File: config.mk
export PLATFORM = sky130hd
export DESIGN_NAME = prog_seq_launcher_flat
export DESIGN_NICKNAME = d
export VERILOG_FILES = /design/src/rtl/prog_seq_launcher_if.sv /design/src/rtl/prog_seq_launcher.sv /design/src/flat_wrapper.sv
export SDC_FILE = /design/constraint.sdc
export NUM_CORES = 1
export LEC_CHECK = 0
export CAP_MARGIN = 20
export CORE_UTILIZATION = 39
export DETAILED_ROUTE_END_ITERATION = 16
export PLACE_DENSITY = 0.6
export SLEW_MARGIN = 20
export SYNTH_ARGS = -nofsm -noshare
export SYNTH_HDL_FRONTEND = slang
export SYNTH_SLANG_ARGS = --single-unit
File: constraint.sdc
create_clock -name clk -period 4.4 [get_ports clk]
set_clock_uncertainty 0.1 [all_clocks]
set_input_delay 0.44 -clock clk [delete_from_list [all_inputs] [get_ports clk]]
set_output_delay 0.44 -clock clk [all_outputs]
set_load 0.05 [all_outputs]
File: src/rtl/prog_seq_launcher_if.sv
// Handshake and record-readout bundle between a run controller and its host/core side.
// The host side (go, halt, rd_idx) is the master; the launcher is the slave.
interface prog_seq_launcher_if #(
    parameter int NUM_PROGS = 3,
    parameter int CYC_W     = 16,
    parameter int ID_W      = (NUM_PROGS > 1) ? $clog2(NUM_PROGS) : 1
);
    logic                 go;
    logic                 halt;
    logic                 start;
    logic [ID_W-1:0]      prog_id;
    logic                 busy;
    logic                 done;
    logic [NUM_PROGS-1:0] timeout_err;
    logic [ID_W-1:0]      rd_idx;
    logic [CYC_W-1:0]     rd_cycles;

    modport master (
        output go, halt, rd_idx,
        input  start, prog_id, busy, done, timeout_err, rd_cycles
    );

    modport slave (
        input  go, halt, rd_idx,
        output start, prog_id, busy, done, timeout_err, rd_cycles
    );
endinterface

File: src/rtl/prog_seq_launcher.sv
// Run controller: launches NUM_PROGS programs back to back on the core via start/halt,
// records each program's run length in cycles and flags programs that time out.
module prog_seq_launcher #(
    parameter int NUM_PROGS    = 3,
    parameter int START_CYCLES = 1,
    parameter int CYC_W        = 16,
    parameter int TIMEOUT      = 0,
    parameter int ID_W         = (NUM_PROGS > 1) ? $clog2(NUM_PROGS) : 1
) (
    input logic               clk,
    input logic               rst_n,
    prog_seq_launcher_if.slave bus
);

    typedef enum logic [2:0] {
        S_IDLE,
        S_LAUNCH,
        S_RUN,
        S_NEXT,
        S_DONE
    } state_t;

    localparam int              LC_W        = (START_CYCLES > 1) ? $clog2(START_CYCLES) : 1;
    localparam logic [LC_W-1:0] LAUNCH_LAST = LC_W'(START_CYCLES - 1);
    localparam logic [ID_W-1:0] LAST_ID     = ID_W'(NUM_PROGS - 1);
    localparam logic [CYC_W-1:0] TIMEOUT_V  = CYC_W'(TIMEOUT);
    localparam logic [CYC_W-1:0] CNT_MAX    = '1;

    state_t               state_q, state_d;
    logic [CYC_W-1:0]     cnt_q, cnt_d;
    logic [LC_W-1:0]      lcnt_q, lcnt_d;
    logic [ID_W-1:0]      prog_id_q, prog_id_d;
    logic                 halt_q, halt_d;
    logic [CYC_W-1:0]     rec_q [NUM_PROGS];
    logic [CYC_W-1:0]     rec_d [NUM_PROGS];
    logic [NUM_PROGS-1:0] timeout_err_q, timeout_err_d;
    logic                 start_q, start_d;
    logic                 busy_q, busy_d;
    logic                 done_q, done_d;

    logic halt_rise;
    logic timeout_hit;
    logic launch_last;
    logic prog_last;

    // A halt that is already high when RUN begins is not a completion; only a fresh rise counts.
    assign halt_rise   = bus.halt & ~halt_q;
    assign timeout_hit = (TIMEOUT != 0) && (cnt_q == TIMEOUT_V) && !halt_rise;
    assign launch_last = (lcnt_q == LAUNCH_LAST);
    assign prog_last   = (prog_id_q == LAST_ID);
    assign halt_d      = bus.halt;

    always_ff @(posedge clk) begin
        if (!rst_n) begin
            state_q       <= S_IDLE;
            cnt_q         <= '0;
            lcnt_q        <= '0;
            prog_id_q     <= '0;
            halt_q        <= 1'b0;
            timeout_err_q <= '0;
            start_q       <= 1'b1;
            busy_q        <= 1'b0;
            done_q        <= 1'b0;
            for (int i = 0; i < NUM_PROGS; i++) begin
                rec_q[i] <= '0;
            end
        end else begin
            state_q       <= state_d;
            cnt_q         <= cnt_d;
            lcnt_q        <= lcnt_d;
            prog_id_q     <= prog_id_d;
            halt_q        <= halt_d;
            timeout_err_q <= timeout_err_d;
            start_q       <= start_d;
            busy_q        <= busy_d;
            done_q        <= done_d;
            for (int i = 0; i < NUM_PROGS; i++) begin
                rec_q[i] <= rec_d[i];
            end
        end
    end

    always_comb begin
        state_d = state_q;
        case (state_q)
            S_IDLE, S_DONE: if (bus.go) state_d = S_LAUNCH;
            S_LAUNCH:       if (launch_last) state_d = S_RUN;
            S_RUN:          if (halt_rise || timeout_hit) state_d = S_NEXT;
            S_NEXT:         state_d = prog_last ? S_DONE : S_LAUNCH;
            default:        state_d = S_IDLE;
        endcase
    end

    // Counters and records; completion takes priority over a timeout landing in the same cycle.
    always_comb begin
        cnt_d         = cnt_q;
        lcnt_d        = lcnt_q;
        prog_id_d     = prog_id_q;
        timeout_err_d = timeout_err_q;
        for (int i = 0; i < NUM_PROGS; i++) begin
            rec_d[i] = rec_q[i];
        end
        case (state_q)
            S_IDLE, S_DONE: begin
                if (bus.go) begin
                    prog_id_d     = '0;
                    lcnt_d        = '0;
                    timeout_err_d = '0;
                    for (int i = 0; i < NUM_PROGS; i++) begin
                        rec_d[i] = '0;
                    end
                end
            end
            S_LAUNCH: begin
                if (launch_last) begin
                    cnt_d = CYC_W'(1);
                end else begin
                    lcnt_d = lcnt_q + 1'b1;
                end
            end
            S_RUN: begin
                if (halt_rise) begin
                    rec_d[prog_id_q] = cnt_q;
                end else if (timeout_hit) begin
                    rec_d[prog_id_q]         = TIMEOUT_V;
                    timeout_err_d[prog_id_q] = 1'b1;
                end else if (cnt_q != CNT_MAX) begin
                    cnt_d = cnt_q + 1'b1;
                end
            end
            S_NEXT: begin
                lcnt_d = '0;
                if (!prog_last) begin
                    prog_id_d = prog_id_q + 1'b1;
                end
            end
            default: ;
        endcase
    end

    // Outputs are registered, so they are decoded from the state being entered.
    always_comb begin
        start_d = (state_d != S_RUN);
        busy_d  = (state_d == S_LAUNCH) || (state_d == S_RUN) || (state_d == S_NEXT);
        done_d  = (state_d == S_DONE);
    end

    always_comb begin
        bus.rd_cycles = '0;
        if (int'(bus.rd_idx) < NUM_PROGS) begin
            bus.rd_cycles = rec_q[bus.rd_idx];
        end
    end

    assign bus.start       = start_q;
    assign bus.busy        = busy_q;
    assign bus.done        = done_q;
    assign bus.prog_id     = prog_id_q;
    assign bus.timeout_err = timeout_err_q;

endmodule

File: src/flat_wrapper.sv
// flat-port wrapper written by rule: the top's interface ports become plain ports
module prog_seq_launcher_flat 
#(
    parameter int NUM_PROGS    = 3,
    parameter int START_CYCLES = 1,
    parameter int CYC_W        = 16,
    parameter int TIMEOUT      = 0,
    parameter int ID_W         = (NUM_PROGS > 1) ? $clog2(NUM_PROGS) : 1
)
  (clk, rst_n, bus_go, bus_halt, bus_rd_idx, bus_start, bus_prog_id, bus_busy, bus_done, bus_timeout_err, bus_rd_cycles);
  prog_seq_launcher_if #(.NUM_PROGS(NUM_PROGS), .CYC_W(CYC_W), .ID_W(ID_W)) bus_i ();
  input logic clk;
  input logic rst_n;
  input wire logic [$bits(bus_i.go)-1:0] bus_go;
  input wire logic [$bits(bus_i.halt)-1:0] bus_halt;
  input wire logic [$bits(bus_i.rd_idx)-1:0] bus_rd_idx;
  output wire logic [$bits(bus_i.start)-1:0] bus_start;
  output wire logic [$bits(bus_i.prog_id)-1:0] bus_prog_id;
  output wire logic [$bits(bus_i.busy)-1:0] bus_busy;
  output wire logic [$bits(bus_i.done)-1:0] bus_done;
  output wire logic [$bits(bus_i.timeout_err)-1:0] bus_timeout_err;
  output wire logic [$bits(bus_i.rd_cycles)-1:0] bus_rd_cycles;
  assign bus_i.go = bus_go;
  assign bus_i.halt = bus_halt;
  assign bus_i.rd_idx = bus_rd_idx;
  assign bus_start = bus_i.start;
  assign bus_prog_id = bus_i.prog_id;
  assign bus_busy = bus_i.busy;
  assign bus_done = bus_i.done;
  assign bus_timeout_err = bus_i.timeout_err;
  assign bus_rd_cycles = bus_i.rd_cycles;
  prog_seq_launcher #(.NUM_PROGS(NUM_PROGS), .START_CYCLES(START_CYCLES), .CYC_W(CYC_W), .TIMEOUT(TIMEOUT), .ID_W(ID_W)) u_core (.clk(clk), .rst_n(rst_n), .bus(bus_i));
endmodule
== Word level (Yosys, flattened, before mapping) ==
Memories as Yosys holds them, arrays and structs flattened.
Cells that the tools add are included.

* Bits in registers: 26
* RAM bits: 48
* Input port bits: 6
* Output and inout port bits: 24
* Word-level logic and storage cells: 75
* Memories kept: 1

* $add $sub $neg: 3
* Magnitude comparators: 3
* Equality and inequality tests: 16
* Mux-type cells: 27
* Bitwise logic cells: 6
* Reductions and logical operators: 11

{| class="wikitable"
|+ Memories
! name !! words !! bits a word !! rd ports !! clocked after memory_dff !! wr ports !! RTL line !! source
|-
| u_core.rec_q || 3 || 16 || 4 || 0 || 3 || prog_seq_launcher.sv:34 || <nowiki>logic [CYC_W-1:0] rec_q [NUM_PROGS];</nowiki>
|}

{| class="wikitable"
|+ Operator list
! kind !! number
|-
| $mux W16 || 8
|-
| $mux W48 || 2
|-
| $pmux W48 S2 || 1
|-
| $bwmux W48 || 1
|-
| $demux W16 S2 || 1
|-
| $pmux W16 S2 || 1
|-
| $add A16 B1 Y16 const B || 1
|-
| $ne A16 B16 Y1 const B || 1
|-
| $eq A3 B2 Y1 const B || 4
|-
| $mux W3 || 4
|-
| $pmux W3 S4 || 1
|-
| $ne A2 B2 Y1 const B || 4
|-
| $eq A3 B1 Y1 const B || 2
|-
| $eq A3 B3 Y1 const B || 2
|-
| $mux W1 || 4
|-
| $mux W2 || 2
|-
| $pmux W2 S2 || 1
|-
| $reduce_and A4 Y1 || 1
|-
| $reduce_bool A2 Y1 || 2
|-
| $ge A3 B3 Y1 const B || 1
|-
| $logic_not A3 Y1 || 1
|-
| $lt A3 B1 Y1 const B || 1
|-
| $ne A3 B2 Y1 const B || 1
|-
| $not A2 Y3 || 1
|-
| other kinds (15) || 18
|}

== Depth between registers and ports, before layout ==
Gate-level depths: netlist (run 1).

* Word-level depth: 9
* Gate-level depth with buffers: 7
* Mapped depth without buffers: 6

== Least setup slack after synthesis (run 1) ==
OpenSTA, ideal clock, no wires.

* Path type: input -> output
* Start point: input bus_rd_idx[1]
* End point: output bus_rd_cycles[10]
* Arrival time: 2.285 ns
* Required time: 3.860 ns
* Path slack: 1.575 ns
* Stages: 4
* Buffers on the path: 2
* Cell sequence: clkbuf_1 buf_2 mux2i_1 o21ai_0

* Word-level cells in the longest chain between the ends: 2
* Elaborated cells on any way between the ends: 3
* Those cells by class: order compare: 1; mux: 1; memory: 1

{| class="wikitable"
|+ Ends and longest elaborated chain
! element !! RTL line !! source
|-
| from (decl) || flat_wrapper.sv:16 || <nowiki>input wire logic [$bits(bus_i.rd_idx)-1:0] bus_rd_idx;</nowiki>
|-
| $mem_v2 Z3 W16 or $lt A2 B2 Y1 (tied branches) || n/a ||
|-
| $mux W16 (*) || prog_seq_launcher.sv:150 || <nowiki>if (int'(bus.rd_idx) < NUM_PROGS) begin</nowiki>
|-
| to (decl) || flat_wrapper.sv:22 || <nowiki>output wire logic [$bits(bus_i.rd_cycles)-1:0] bus_rd_cycles;</nowiki>
|}

Mark *: on every way between the ends. The rest lies on a longest branch, timed or not.

== Worst setup path after layout (run 1) ==
* Start point: input bus_rd_idx[0]
* End point: output bus_rd_cycles[11]

Same word-level chain as after synthesis.

==> flow_summary.yaml, run 1 <==
power_and_ir_drop:
  power_switching_w: 0.000356
  total_power_w: 0.00138
  seqPwrFrac: 0.489
  p_leak_nw: 1.23
  p_clk_frac: 0.427
  sw_frac_of_total: 0.258
  ir_worst_vdd_uv: 169
  power.density_mw_per_mm2: 373
  p_comb_frac: 0.084
  p_int_w: 0.00102
synth:
  yosysWarnings: 0
  ys_seq_area_frac: 0.453
  ys_top_cells_by_area: "dfxtp_1 45%, a32o_1 13%, mux2i_1 5.0%"
  ys_ff_latch: 73
  synth_area_mm2: 0.00323
  synth.avg_cell_area_um2: 9.52
  synth_top_area_frac: 0.453
  synth_cell_type_count: 48
  yosys.area.top_type: "dfxtp_1"
  syn_inst: 339
global_route:
  grt_max_degree: 36
  track_usage: 0.195
  grt_pass1_vias: 2562
  overflow: 0
  grt_pass1_wl_um: 13100
  antenna_found_initial: 0
sta:
  period_share: 0.693
  rsz0062_at_grt: "false"
  maxSlewViolCount: 0
  hold_violations: 0
  worst_pin_slew_ns: 0.909
  max_freq_mhz: 328
  min_period_ns: 3.05
  setup_viol: 0
  fin_setup_tns_ns: 0
  slew_headroom: 0.394
  fin_ws_ns: 1.35
worst_setup_path:
  path_cells: "clkdlybuf4s50_1, nor2b_1, buf_4, nand2_1, o21ai_0, clkdlybuf4s50_1"
  path_common_cell: "clkdlybuf4s50_1"
  arrival_ns: 2.51
  critPathMaxStageDelay_ns: 0.85
  crit_type: "in -> out"
  cp-end-kind: "output pin"
  crit_slowest_cell: "clkdlybuf4s50_1"
  crit_path_max_fanout: 12
  cp.required_ns: 3.86
  start_kind: "primary input"
layout:
  postLayoutCellArea_mm2: 0.00370
  layout_common_cells: "73 x dfxtp_1, 42 x a32o_1, 41 x nand2_1"
  final_common_cell: "dfxtp_1"
  num_antenna_cells: 0
  final_layout_size_suffix_gt1_frac: 0.0935
  syn_to_final_growth_pct: 14.7
  final_util: 0.472
  fillCellCount: 782
  nets: 358
clocking:
  htreeDepth: 3
  cts_sinks: 73
  postCtsResizedCells: 0
  cts_root_buf: "clkbuf_8"
  clk_pin_slew_ns: 0.08
  cts_max_path_buffers: 2
  clk_latency_ns: 0.34
  cts_setup_buffers: 0
  numCtsBuffers: 9
  cts_tree: "yes"
  cts_hold_buffers: 0
detailed_routing:
  drt_first_iter_violations: 224
  finalWirelength_um: 7660
  ant_nets: 0
  drc_errors: 0
  vias: 2669
  via_per_inst: 5.87
  dr.pass1.iters: 4
  avgRoutedWirePerCell_um: 16.8
floorplanning:
  core_mm2: 0.00785
  die-area_mm2: 0.00865
  start_util: 0.411
  die_y_um: 93.0
  rows: 32
  boundaryPins: 30
  die_w_um: 93.0
place:
  portBuffers: 26
  placed_area_mm2: 0.00348
  dpl.hpwl_um: 5070
  place.gp.congestion: 0.800
  place_ws_ns: 1.36
worst_hold_path:
  hold_path.class: "reg -> reg"
flow_run:
  drv_cap: 0
status:
  outcome: "completed"
[metal layers]
metal  routed length [µm]  global-route usage  part of all wire
met1                 3500               0.263              0.46
met2                 3710               0.309              0.48
met3                  394              0.0325             0.051
met4                   57              0.0744            0.0074
met5                    0                   0                 0
[layout make-up]
cell class / instances / area [µm²] / share of cell area
inverter: 6 / 22.5 / 0.00608
clock buffer: 9 / 124 / 0.0335
sequential: 73 / 1460 / 0.395
timing repair buffer: 30 / 285 / 0.0771
tap: 102 / 128 / 0.0345
clock inverter: 7 / 100 / 0.0270
multi-input combinational: 228 / 1580 / 0.427
[final timing paths]
| check | to | slack [ns] | from | depth (start not counted) |
|---|---|---|---|---|
| max | bus_rd_cycles[11] | 1.35 | bus_rd_idx[0] | 6 |
| max reg2reg | u_core.cnt_q[10]$_SDFFE_PN0P_ | 2.16 | u_core.state_q[1]$_SDFF_PN0_ | 5 |
| min reg2reg | u_core.rec_q[0][10]$_SDFFE_PN0P_ | 0.37 | u_core.rec_q[0][10]$_SDFFE_PN0P_ | 1 |
| min | u_core.rec_q[0][10]$_SDFFE_PN0P_ | 0.37 | u_core.rec_q[0][10]$_SDFFE_PN0P_ | 1 |
[cells in the mapped netlist (all sizes together)]
cell / n
nand2: 41
clkbuf: 16
buf: 18
nor3: 3
o32ai: 5
ha: 4
a41oi: 1
a211o: 1
nand4: 7
conb: 1
a211oi: 1
or2: 2
o221a: 1
inv: 5
and2: 1
nor4: 2
nor2b: 6
nor3b: 1
a21oi: 14
o21ai: 19
nand3: 12
o2bb2ai: 6
o31ai: 4
nand2b: 2
o211ai: 5
nand3b: 1
a31oi: 4
clkinv: 1
a32o: 42
a311o: 1
o21bai: 1
dfxtp: 73
a21boi: 1
nor2: 14
o41ai: 1
and3: 3
mux2i: 16
or3: 3
[metrics by stage]
step                std cells  hold WS, ns
global route              455        0.386
floorplan                 341        0.332
detailed placement        439        0.353
global placement          439        0.345
CTS                       455        0.372
finish                    455        0.367
[power by group through the flow]
stage	clock network [W]	logic, W	registers, W
floorplan	0	0.0000835	0.000695
global placement	0	0.000115	0.000690
detailed placement	0	0.000116	0.000690
CTS	0.000603	0.000116	0.000675
global route	0.000637	0.000126	0.000676
finish	0.000589	0.000116	0.000675
[flip-flops by register name, indices dropped and copies added, names as in the netlist]
name / count
u_core.bus.busy: 1
u_core.bus.done: 1
u_core.bus.prog_id: 2
u_core.bus.start: 1
u_core.cnt_q: 16
u_core.halt_q: 1
u_core.rec_q: 48
u_core.state_q: 3
[worst max-delay path: cells and delay by family]
family / cells / cell delay (ns)
buf+inv: 3 / 1.59
simple gates: 2 / 0.38
compound gates: 1 / 0.09
[kinds of logic (layout without fill, tap and decap cells)]
family / Yosys count / after routing / synth area share
compound gates: 107 / 107 / 0.266
simple gates: 98 / 98 / 0.156
mux: 16 / 16 / 0.0496
other cells: 1 / 3 / 0.00116
fa+ha+maj: 4 / 4 / 0.0155
flops: 73 / 73 / 0.453
buf+inv: 40 / 52 / 0.0597
No activity file was read; power rests on OpenSTA's default activity.
==> run 2: changes to the inputs <==
Clock period 4.4 ns to 3.2 ns, I/O delays scaled along.
==> flow_summary.yaml, run 2 (same netlist as run 1, synthesis figures left out) <==
detailed_routing:
  finalWirelength_um: 7610
  ant_nets: 0
  vias: 2657
  drc_errors: 0
  drt_first_iter_violations: 141
  dr.pass1.iters: 4
  avgRoutedWirePerCell_um: 16.7
  via_per_inst: 5.81
floorplanning:
  die-area_mm2: 0.00865
  die_w_um: 93.0
  start_util: 0.411
  boundaryPins: 30
  core_mm2: 0.00785
  rows: 32
  die_y_um: 93.0
worst_setup_path:
  rrSetupSlack_ns: 1.00
  arrival_ns: 1.89
  cp.required_ns: 2.78
  start_kind: "primary input"
  crit_type: "in -> out"
  cp-end-kind: "output pin"
  crit_path_max_fanout: 16
clocking:
  cts_tree: "yes"
  cts_hold_buffers: 0
  cts_sinks: 73
  clk_pin_slew_ns: 0.08
  numCtsBuffers: 9
  clk_latency_ns: 0.34
  cts_max_path_buffers: 2
  postCtsResizedCells: 0
  cts_root_buf: "clkbuf_8"
  htreeDepth: 3
  cts_setup_buffers: 0
layout:
  multi_input_comb_area_mm2: 0.00158
  seq_area_mm2: 0.00146
  final_layout_size_suffix_gt1_frac: 0.146
  largest_register_ffs: 48
  layout_common_cells: "73 x dfxtp_1, 42 x a32o_1, 41 x nand2_1"
  finalNonFillerCells: 457
  final_common_cell: "dfxtp_1"
  fillCellCount: 768
  num_antenna_cells: 0
  syn_to_final_growth_pct: 20.2
  nets: 360
  top_regs: "u_core.rec_q (48), u_core.cnt_q (16), u_core.state_q (3)"
  largest-register: "u_core.rec_q"
place:
  dpl.hpwl_um: 5140
  dp_cells: 441
  portBuffers: 26
  place.gp.congestion: 0.797
sta:
  maxSlewViolCount: 0
  max_freq_mhz: 433
  fin_setup_tns_ns: 0
  worst_pin_slew_ns: 0.718
  rsz0062_at_grt: "false"
  setup_viol: 0
  hold_violations: 0
  slew_headroom: 0.519
  min_period_ns: 2.31
  period_share: 0.721
global_route:
  grt-busiest-layer: "met2"
  grt_pass1_vias: 2550
  grt_use_met2: 0.316
  grt_pass1_wl_um: 12800
  track_usage: 0.187
  antenna_found_initial: 0
  overflow: 0
  grt_use_met3: 0.0252
  global_route.usage.met1: 0.247
  grt_max_degree: 52
flow_run:
  drv_cap: 0
worst_hold_path:
  hold_path.class: "in -> reg"
status:
  outcome: "completed"
power_and_ir_drop:
  p_leak_nw: 1.31
  ir_worst_vdd_uv: 242
  power.density_mw_per_mm2: 489
==> run 2: area by class of cell <==
cell class,instances,share of cell area
repair buffers,32,0.119
clock buffers,9,0.0319
flip-flops and latches,73,0.377
clock inverters,7,0.0261
multi-input cells,228,0.408
well taps,102,0.0329
inverters,6,0.00580
==> run 2: final timing paths <==
check	startpoint	endpoint	cells after the start
setup / recovery	bus_rd_idx[0]	bus_rd_cycles[11]	5
hold / removal	rst_n	u_core.cnt_q[7]$_SDFFE_PN0P_	3
hold reg to reg	u_core.rec_q[0][4]$_SDFFE_PN0P_	u_core.rec_q[0][4]$_SDFFE_PN0P_	1
setup reg to reg	u_core.state_q[1]$_SDFF_PN0_	u_core.rec_q[0][1]$_SDFFE_PN0P_	3
==> run 2: routing by layer <==
metal  wire length [µm]  part of all wire
met5                  0                 0
met4                 70            0.0092
met3                277             0.036
met2               3650              0.48
met1               3620              0.48
==> run 2: power by group <==
part	internal, W	total (W)	switching (W)	leakage [nW]
combinational	0.0000482	0.000163	0.000115	0.609
sequential	0.000916	0.000928	0.0000119	0.589
clock	0.000447	0.000805	0.000358	0.112
total	0.00141	0.00190	0.000485	1.31
==> run 2: critical path: stages <==
cell,delay [ns]
clkdlybuf4s50_1,0.47
nor2b_2,0.61
nand2_1,0.10
o21ai_0,0.19
buf_12,0.19
==> run 2: through the flow <==
stage | instance area [µm²] | utilization | hold WS, ns | worst slack, ns | power, W
2_1_floorplan | 3240 | - | 0.332 | 0.615 | 0.00107
3_3_place_gp | 3650 | 0.466 | 0.346 | 0.564 | 0.00111
3_5_place_dp | 3650 | 0.466 | 0.348 | 0.540 | 0.00111
4_1_cts | 3880 | 0.494 | 0.275 | 0.528 | 0.00191
5_1_grt | 3880 | 0.495 | 0.293 | 0.783 | 0.00196
6_report | 3880 | 0.495 | 0.292 | 0.892 | 0.00190
